<file path="src/rtl/operand_bus_arbiter.sv">
// Round-robin arbiter sharing one operand bus among four requesters with bounded bursts.
// The chosen operand is registered and held under a valid/ready handshake; ack pulses to the served requester.
module operand_bus_arbiter #(
    parameter int WIDTH     = 32,
    parameter int BURST_MAX = 4
) (
    input  logic             clk,
    input  logic             reset,
    input  logic [3:0]       req,
    input  logic [WIDTH-1:0] r0,
    input  logic [WIDTH-1:0] r1,
    input  logic [WIDTH-1:0] r2,
    input  logic [WIDTH-1:0] r3,
    input  logic             out_ready,
    output logic [WIDTH-1:0] operand,
    output logic             out_valid,
    output logic [1:0]       select,
    output logic [3:0]       grant,
    output logic [3:0]       ack
);

    typedef enum logic {ARB = 1'b0, HOLD = 1'b1} state_t;

    localparam logic [3:0] BURST_LIMIT = 4'(BURST_MAX);

    state_t           state_q, state_d;
    logic [WIDTH-1:0] operand_q, operand_d;
    logic [1:0]       select_q, select_d;
    logic [3:0]       grant_q, grant_d;
    logic [1:0]       ptr_q, ptr_d;
    logic [1:0]       last_q, last_d;
    logic [3:0]       burst_cnt_q, burst_cnt_d;
    logic [1:0]       winner;
    logic [1:0]       start_ptr;

    // First set request bit at or after base, wrapping; lowest offset wins.
    function automatic logic [1:0] rr_pick(input logic [3:0] r, input logic [1:0] base);
        logic [1:0] idx;
        rr_pick = base;
        for (int k = 3; k >= 0; k--) begin
            idx = base + 2'(k);
            if (r[idx]) rr_pick = idx;
        end
    endfunction

    always_comb begin
        state_d     = state_q;
        operand_d   = operand_q;
        select_d    = select_q;
        grant_d     = grant_q;
        ptr_d       = ptr_q;
        last_d      = last_q;
        burst_cnt_d = burst_cnt_q;
        winner      = last_q;
        start_ptr   = ptr_q;

        case (state_q)
            ARB: begin
                if (req == 4'b0000) begin
                    burst_cnt_d = 4'd0;
                end else begin
                    if (req[last_q] && (burst_cnt_q != 4'd0) && (burst_cnt_q < BURST_LIMIT)) begin
                        winner      = last_q;
                        burst_cnt_d = burst_cnt_q + 4'd1;
                    end else begin
                        // A finished burst hands priority to the requester after the last one served.
                        start_ptr   = (burst_cnt_q != 4'd0) ? last_q + 2'd1 : ptr_q;
                        ptr_d       = start_ptr;
                        winner      = rr_pick(req, start_ptr);
                        burst_cnt_d = 4'd1;
                    end
                    select_d = winner;
                    grant_d  = 4'b0001 << winner;
                    last_d   = winner;
                    state_d  = HOLD;
                    case (winner)
                        2'd0:    operand_d = r0;
                        2'd1:    operand_d = r1;
                        2'd2:    operand_d = r2;
                        default: operand_d = r3;
                    endcase
                end
            end
            default: begin
                if (out_ready) begin
                    state_d = ARB;
                    grant_d = 4'b0000;
                end
            end
        endcase
    end

    always_ff @(posedge clk) begin
        if (reset) begin
            state_q     <= ARB;
            operand_q   <= '0;
            select_q    <= 2'd0;
            grant_q     <= 4'b0000;
            ptr_q       <= 2'd0;
            last_q      <= 2'd0;
            burst_cnt_q <= 4'd0;
        end else begin
            state_q     <= state_d;
            operand_q   <= operand_d;
            select_q    <= select_d;
            grant_q     <= grant_d;
            ptr_q       <= ptr_d;
            last_q      <= last_d;
            burst_cnt_q <= burst_cnt_d;
        end
    end

    assign operand   = operand_q;
    assign out_valid = (state_q == HOLD);
    assign select    = select_q;
    assign grant     = grant_q;
    assign ack       = grant_q & {4{out_valid & out_ready}};

endmodule

</file>
<file path="config.mk">
export PLATFORM = sky130hd
export DESIGN_NAME = operand_bus_arbiter
export DESIGN_NICKNAME = d
export VERILOG_FILES = /design/src/rtl/operand_bus_arbiter.sv
export SDC_FILE = /design/constraint.sdc
export NUM_CORES = 1
export LEC_CHECK = 0
export ABC_AREA = 1
export CAP_MARGIN = 20
export CORE_MARGIN = 3
export CORE_UTILIZATION = 40
export DETAILED_ROUTE_END_ITERATION = 12
export PLACE_DENSITY = 0.81
export SLEW_MARGIN = 20
export SYNTH_ARGS = -nofsm -noshare
export SYNTH_HDL_FRONTEND = slang
export SYNTH_SLANG_ARGS = --single-unit
</file>
<file path="constraint.sdc">
create_clock -name clk -period 3.04 [get_ports clk]
set_clock_uncertainty 0.15 [all_clocks]
set_input_delay 0.608 -clock clk [delete_from_list [all_inputs] [get_ports clk]]
set_output_delay 0.608 -clock clk [all_outputs]
set_load 0.05 [all_outputs]
</file>
== After elaboration in Yosys (flattened, before gate mapping) ==
Index checks and enable logic that the tools add are counted.

* Flip-flop bits (word level): 45
* Bits of input ports: 135

* Reduce and logical (&&, ||, !) cells: 8
* Equality and inequality tests: 4
* Order comparisons: 6
* Mux-type cells: 27
* $add $sub $neg: 5
* Shift operators: 1
* Bitwise operators: 5

{| class="wikitable"
|+ Operators by type and width
! kind !! count
|-
| 32-bit case mux with 3 select lines || 1
|-
| 4-bit 2-to-1 mux || 5
|-
| 2-bit 2-to-1 mux || 8
|-
| 2-bit by 3-bit < comparator with 1-bit output, second input constant || 5
|-
| 1-bit binary-select mux with 2-bit select || 5
|-
| 1-bit 2-to-1 mux || 8
|-
| 2-bit by 1-bit adder with 2-bit output, second input constant || 2
|-
| 2-bit adder, second input constant || 2
|-
| 4-bit by 1-bit adder with 4-bit output, second input constant || 1
|-
| 4-bit bitwise AND || 1
|-
| 4-bit zero test || 1
|-
| 4-bit by 3-bit < comparator with 1-bit output, second input constant || 1
|-
| 2-bit != test, second input constant || 2
|-
| 2-bit AND reduction || 2
|-
| 4-bit nonzero test || 1
|-
| 1-bit by 2-bit left shift with 4-bit output, first input constant || 1
|-
| 1-bit NOT || 3
|-
| 3-bit AND reduction || 1
|-
| 2-bit by 1-bit equality test with 1-bit output, second input constant || 1
|-
| 2-bit equality test, second input constant || 1
|-
| 1-bit logical AND || 2
|-
| 2-bit zero test || 1
|-
| 1-bit bitwise AND || 1
|}

== Longest topological paths before layout ==
Gate-level depths: netlist of the first run.

* Word-level depth: 15
* Gate-level depth with buffers: 22

== Least setup slack after synthesis of the first run ==
No wires, ideal clock.

* Path type: register to register
* Start point: reg last_q[0]
* End point: reg operand_q[10] (netlist: operand[10])
* Path buffers: 3
* Cell stages (with the launch flop): 21
* Required time: 2,758 ps
* Setup slack: 350 ps
* Clock period less this slack: 2,690 ps
* Data arrival time: 2,408 ps
* Cells stage by stage: dfxtp_1 > buf_2 > nand2_1 > nand2_1 > nand2_1 > nand2_2 > nand2_1 > nand2_1 > nand2_1 > nand2_1 > nand2_1 > nand2_1 > nand3_1 > nand3_4 > nand2_4 > buf_6 > buf_6 > o21bai_1 > nand3_1 > nand2_1 > a21oi_1

* Cells in the longest elaborated chain, start to end: 14
* Elaborated cells on any way between the ends: 28

{| class="wikitable"
|+ Ends and longest elaborated chain
! element !! line !! source
|-
| from (decl) || 31 || <nowiki>logic [1:0] last_q, last_d;</nowiki>
|-
| from (signal assigned) || 108 || <nowiki>last_q <= last_d;</nowiki>
|-
| 2-bit by 1-bit adder with 2-bit output || 67 || <nowiki>start_ptr = (burst_cnt_q != 4'd0) ? last_q + 2'd1 : ptr_q;</nowiki>
|-
| 2-bit 2-to-1 mux || 67 ||
|-
| 2-bit adder || 41 || <nowiki>idx = base + 2'(k);</nowiki>
|-
| 1-bit binary-select mux with 2-bit select || 42 || <nowiki>if (r[idx]) rr_pick = idx;</nowiki>
|-
| 1-bit 2-to-1 mux (not written as such) || 42 ||
|-
| 2-bit 2-to-1 mux (4 in series) || 42 ||
|-
| 2-bit 2-to-1 mux * || 62 || <nowiki>if (req[last_q] && (burst_cnt_q != 4'd0) && (burst_cnt_q < BURST_LIMIT)) begin</nowiki>
|-
| 2-bit 2-to-1 mux * || 59 || <nowiki>if (req == 4'b0000) begin</nowiki>
|-
| 2-bit 2-to-1 mux * || 57 || <nowiki>case (state_q)</nowiki>
|-
| 2-bit equality test, or another cell as far along || 76 || <nowiki>case (winner)</nowiki>
|-
| 32-bit case mux with 3 select lines * || 76 ||
|-
| to (signal assigned) || 104 || <nowiki>operand_q <= operand_d;</nowiki>
|-
| to (decl) || 27 || <nowiki>logic [WIDTH-1:0] operand_q, operand_d;</nowiki>
|}

Mark *: on every way between the ends. The rest lies on a longest branch, timed or not. The select of a mux whose other input is x is not followed.
A chain may end at the register's enable or synchronous reset.

== Worst setup path in the final report of the first run ==
* Start point: reg burst_cnt_q[0]
* End point: reg operand_q[22] (netlist: operand[22])

* Cells in the longest elaborated chain, start to end: 14
* Elaborated cells on any way between the ends: 27

{| class="wikitable"
|+ Ends and longest elaborated chain
! element !! line !! source
|-
| from (decl) || 32 || <nowiki>logic [3:0] burst_cnt_q, burst_cnt_d;</nowiki>
|-
| from (signal assigned) || 109 || <nowiki>burst_cnt_q <= burst_cnt_d;</nowiki>
|-
| 4-bit nonzero test || 62, 67 ||
|-
| 2-bit 2-to-1 mux || 67 ||
|-
| 2-bit adder || 41 ||
|-
| 1-bit binary-select mux with 2-bit select || 42 ||
|-
| 1-bit 2-to-1 mux (not written as such) || 42 ||
|-
| 2-bit 2-to-1 mux (4 in series) || 42 ||
|-
| 2-bit 2-to-1 mux * || 62 ||
|-
| 2-bit 2-to-1 mux * || 59 ||
|-
| 2-bit 2-to-1 mux * || 57 ||
|-
| 2-bit equality test, or another cell as far along || 76 ||
|-
| 32-bit case mux with 3 select lines * || 76 ||
|}

Marked as above.

==> flow_summary.ini, run 1 <==
[outcome]
status = completed

[cts]
cts_made_buffers = 5
cts.sinks = 45
clkSlewWorstSetupHoldPaths_ns = 0.09
cts_max_path_buffers = 2
clk_latency_ns = 0.29
cts_tree = yes
ctsHtreeMaxLevel = 2
cts.repair.resized = 0
postCtsHoldBufs = 0
root_buffer = clkbuf_8
cts_setup_buffers = 0

[route]
first_pass_iters = 5
ant_nets = 0
wl_um = 12340
route.detailed.drc = 0
num_vias = 4322
drtIter0Drc = 180
post_drt_wl_per_cell_um = 15.16
vias_per_cell = 5.310

[cells_and_area]
antenna_cells = 0
syn2layout_area_growth_pct = 60.17
nNetsFinal = 848
utilization_pct = 68.14
drive_gt1_share_pct = 7.584

[grt]
grt_pass1_vias = 4130
antenna_found_initial = 0
grt_pass1_wl_um = 19760
grt_max_degree = 46
grt_overflow = 0
grt.total_usage_pct = 24.34

[placed_design]
preCtsSetupSlack_ns = 0.03982
dp.final_hpwl_um = 9151
place_congestion = 1.021
io_buffers = 177

[floorplanning]
dieArea_um2 = 9614
io-pin-count = 178
die_x_um = 98.05
core_area_um2 = 7968
num_rows = 32
die_h_um = 98.05
start_util_pct = 42.54

[synth]
ys_top_cells_by_area = dfxtp_1 (27%), nand2_1 (17%), nand3_1 (10%), nand3b_1 (7.5%), a21oi_1 (6.3%)
yosysTopAreaCellShare_pct = 26.58
async_flop_share_pct = 0
netlist_instances = 547
seq_area_frac_synth_pct = 26.58
syn_nets = 684
ys.flop_type = dfxtp_1
netlist_area_um2 = 3390
synth_most_common_cell = nand2_1
syn_avg_cell_area_um2 = 6.197
synth_edf_count = 0
synth_area_leader_cell = dfxtp_1
yosysWarnings = 0
synth.distinct_cells = 27
synth-seq-cells = 45
synth_common_cells = nand2_1 (158), nand3_1 (71), inv_1 (52)

[hold_path]
min_path_type = reg2reg

[power_and_ir_drop]
pwr_density_cell_nw_per_um2 = 833.2
netSwitchingFraction_pct = 50.95
pwr-share-seq_pct = 19.3
leakage_nw = 2.354
p_int_mw = 2.219
irDropWorstVdd_mv = 0.3790
comb_power_share_pct = 71.5
switching_power_mw = 2.305
clkPwrFrac_pct = 9.2

[run]
cap_violations = 0

[timing]
setup_viol = 0
fin_setup_tns_ns = 0
period_minus_slack_ns = 2.746
setup_slack_ns = 0.2942
finalCritPeriodShare_pct = 90.32
slew_viol_final = 0
slew_headroom_pct = 60.85
fmax_mhz = 364.2
hold_viol = 0
rsz0062_at_grt = no
tightest_slew_ns = 0.5836

[worst_setup_path]
worstSetupStartpointType = flip-flop
critical_path_class = reg2reg
cp.required_ns = 3.06
crit_path_end_kind = flip-flop
cp.arrival_ns = 2.77
crit_fanout = 22
## sequential cells by signal, summed over array words and instances, names as in the netlist
signal       flops
grant            4
burst_cnt_q      4
ptr_q            2
out_valid        1
last_q           2
operand         32
## worst max-delay path, stage by stage (launching register included)
cell       delay [ns]
dfxtp_1          0.36
inv_1            0.07
ha_2             0.23
nand2_2          0.10
nand2_2          0.08
nand2_2          0.14
nand3_1          0.11
nand2_1          0.11
nand2_1          0.08
nand2_1          0.06
nand2_1          0.05
nand2_1          0.09
nand3_1          0.13
nand3_4          0.16
nand2_8          0.12
clkbuf_16        0.22
o21bai_1         0.15
nand3_1          0.10
nand2_1          0.07
a21oi_1          0.05
## area by class of cell
class / count / area (um^2)
clock inverters: 1 / 5.005
well taps: 102 / 127.6
clock buffers: 7 / 96.34
flip-flops and latches: 45 / 900.9
fillers: 680 / 2539
multi-input cells: 402 / 2068
repair buffers: 199 / 2013
inverters: 58 / 217.7
## cell usage in the layout, fill, tap and decap left out, types with 4 or more instances in the layout
master / Yosys / final
a21oi_1: 43 / 43
buf_12: 0 / 4
buf_4: 2 / 19
clkbuf_8: 0 / 7
clkdlybuf4s50_1: 0 / 172
dfxtp_1: 45 / 45
inv_1: 52 / 52
inv_2: 5 / 5
nand2_1: 158 / 158
nand2_2: 6 / 6
nand3_1: 71 / 71
nand3b_1: 34 / 34
nand4_1: 33 / 33
nor2_1: 8 / 7
o21ai_0: 6 / 6
o21ai_1: 13 / 13
o21bai_1: 19 / 19
## per-layer routing
metal  track usage (%)  vias to the layer above  share of wire [%]
met5                 0                        -                  0
met4             5.644                        0                1.4
met3             5.000                       18                8.6
met2             42.77                      194                 48
met1             30.53                     1969                 42
li1                  -                     2141                  -
## power groups by stage
stage	clock network (mW)	logic [mW]	registers, mW
5_1_grt	0.443	3.52	0.892
4_1_cts	0.422	3.14	0.872
6_report	0.416	3.23	0.874
3_3_place_gp	0	3.09	0.879
3_5_place_dp	0	3.14	0.884
2_1_floorplan	0	1.65	1.42
## cells by family (layout without fill, tap and decap cells)
kind of cell | Yosys count | count (layout) | share of synthesized area [%]
AND/OR/NAND/NOR | 316 | 316 | 45.59
flip-flops | 45 | 45 | 26.58
AO/OA/AOI/OAI | 84 | 84 | 14.14
adder cells (fa/ha/maj) | 2 | 2 | 0.7382
buffers and inverters | 100 | 265 | 12.96
## through the flow
step	cell area (um^2)	instances	hold WS, ns	power [mW]
after floorplan	3390	547	0.2679	3.063
after global placement	5280	805	0.2813	3.967
after detailed placement	5280	805	0.2878	4.022
after CTS	5381	813	0.3003	4.439
after global routing	5429	814	0.3289	4.850
final	5429	814	0.3034	4.523
## worst paths after layout
kind,start,end,slack [ns],cells past startpoint
worst max register to register,burst_cnt_q[0],operand[22],0.29,19
worst max-delay path,burst_cnt_q[0],operand[22],0.29,19
worst min-delay path,ptr_q[1],ptr_q[1],0.30,2
worst min register to register,ptr_q[1],ptr_q[1],0.30,2
(Power assumes the default switching activity.)
==> inputs of run 2 (changes only) <==
- SETUP_SLACK_MARGIN: default -> 0.05
- SKIP_LAST_GASP: default -> 1
==> run 2 against run 1 <==
Register-to-register slack improved by 0.02 ns. Combinational power is essentially flat. Via count grew 0.12%. Worst setup slack better by 0.016 ns. Cell count is the same.
==> flow_summary.ini, run 2 (same netlist as run 1, synthesis figures left out) <==
[outcome]
status = completed

[route]
num_vias = 4327
route.detailed.drc = 0
drtIter0Drc = 185
post_drt_wl_per_cell_um = 15.22
wl_um = 12390
first_pass_iters = 4
ant_nets = 0
vias_per_cell = 5.316

[floorplanning]
core_area_um2 = 7968
start_util_pct = 42.54
die_x_um = 98.05
num_rows = 32
die_h_um = 98.05
io-pin-count = 178
dieArea_um2 = 9614

[cells_and_area]
mostFrequentLayoutCells = clkdlybuf4s50_1 (172), nand2_1 (158), nand3_1 (71)
largest_register_ffs = 32
final-seq-area_um2 = 900.9
drive_gt1_share_pct = 7.584
utilization_pct = 68.25
mostFrequentLayoutCell = clkdlybuf4s50_1
multi_input_area_um2 = 2073
syn2layout_area_growth_pct = 60.43
nNetsFinal = 848
antenna_cells = 0
fill_cells = 678

[cts]
clkSlewWorstSetupHoldPaths_ns = 0.09
cts.repair.resized = 0
postCtsHoldBufs = 0
ctsHtreeMaxLevel = 2
cts.sinks = 45
cts_setup_buffers = 0
cts_tree = yes
clk_latency_ns = 0.29
cts_max_path_buffers = 2
root_buffer = clkbuf_8
cts_made_buffers = 5

[worst_setup_path]
slowest_delay_ns = 0.36
cp.required_ns = 3.06
critical_path_class = reg2reg
r2r_slack_ns = 0.31
worstSetupStartpointType = flip-flop
crit_fanout = 22
cp_num_buf_inv = 2
cp_cell_sequence = inv_1 -> ha_2 -> nand2_2 -> nand2_1 -> nand2_1 -> nand2_1 -> nand2_1 -> nand2_1 -> nand2_1 -> nand2_1 -> nand2_1 -> nand3_1 -> nand3_4 -> nand2_8 -> clkbuf_16 -> o21bai_1 -> nand3_1 -> nand2_1 -> a21oi_1
cp_top_family = simple AND/OR/NAND/NOR gates
cp.arrival_ns = 2.75
cp_common_cell = nand2_1
crit_path_end_kind = flip-flop
slowest_stage = dfxtp_1

[power_and_ir_drop]
p_int_mw = 2.225
comb_power_share_pct = 71.6
pwr-share-seq_pct = 19.3
netSwitchingFraction_pct = 50.91
pwr_density_cell_nw_per_um2 = 833.6
switching_power_mw = 2.308
clkPwrFrac_pct = 9.2
irDropWorstVdd_mv = 0.3790
leakage_nw = 2.357

[grt]
grt_overflow = 0
grt_pass1_wl_um = 19760
grt_pass1_vias = 4130
grt_max_degree = 46
antenna_found_initial = 0
grt.total_usage_pct = 24.34

[timing]
hold_viol = 0
finalCritPeriodShare_pct = 89.80
slew_headroom_pct = 60.80
tightest_slew_ns = 0.5844
holdWs_ns = 0.3037
rsz0062_at_grt = no
fin_setup_tns_ns = 0
setup_viol = 0
fmax_mhz = 366.3
period_minus_slack_ns = 2.730
slew_viol_final = 0

[placed_design]
place_congestion = 1.021
dp.final_hpwl_um = 9151
io_buffers = 177

[run]
cap_violations = 0

[hold_path]
min_path_type = reg2reg
run 2: cell counts in the layout (fill, tap and decap cells not counted):
Identical to the previous run, type by type.
run 2: final cells by class:
type | count | area share, %
inverter | 58 | 4.004
multi-input combinational | 402 | 38.13
tap | 102 | 2.347
timing repair buffer | 199 | 37.09
clock buffer | 7 | 1.772
sequential | 45 | 16.57
clock inverter | 1 | 0.09204
run 2: power by group through the flow:
stage / Clock, mW / Sequential (mW) / Combinational, mW
2_1_floorplan: 0 / 1.42 / 1.65
3_3_place_gp: 0 / 0.879 / 3.09
3_5_place_dp: 0 / 0.884 / 3.14
4_1_cts: 0.422 / 0.872 / 3.14
5_1_grt: 0.443 / 0.892 / 3.52
6_report: 0.415 / 0.874 / 3.24
run 2: worst paths after layout:
kind / start / depth (start not counted) / endpoint
hold reg to reg: ptr_q[1] / 2 / ptr_q[1]
hold / removal: ptr_q[1] / 2 / ptr_q[1]
setup / recovery: burst_cnt_q[0] / 19 / operand[22]
setup reg to reg: burst_cnt_q[0] / 19 / operand[22]
run 2: worst min-delay path, cell delays in order (launching register included):
cell and delay [ns]:
dfxtp_1 0.32, inv_1 0.05, a21oi_1 0.05
run 2: per-layer routing:
layer	vias up	wire (um)	GRT usage, %
met3	18	1044	5.000
li1	2139	-	-
met1	1976	5187	30.53
met2	194	5981	42.77
met4	0	173	5.644
met5	-	0	0
run 2: metrics by stage:
step / power (mW) / instance area (um^2) / cells / worst slack [ns]
finish: 4.533 / 5438 / 814 / 0.3100
global route: 4.859 / 5438 / 814 / 0.06247
CTS: 4.439 / 5381 / 813 / 0.2624
detailed placement: 4.022 / 5280 / 805 / 0.03982
global placement: 3.967 / 5280 / 805 / 0.08215
floorplan: 3.063 / 3390 / 547 / 0.3496
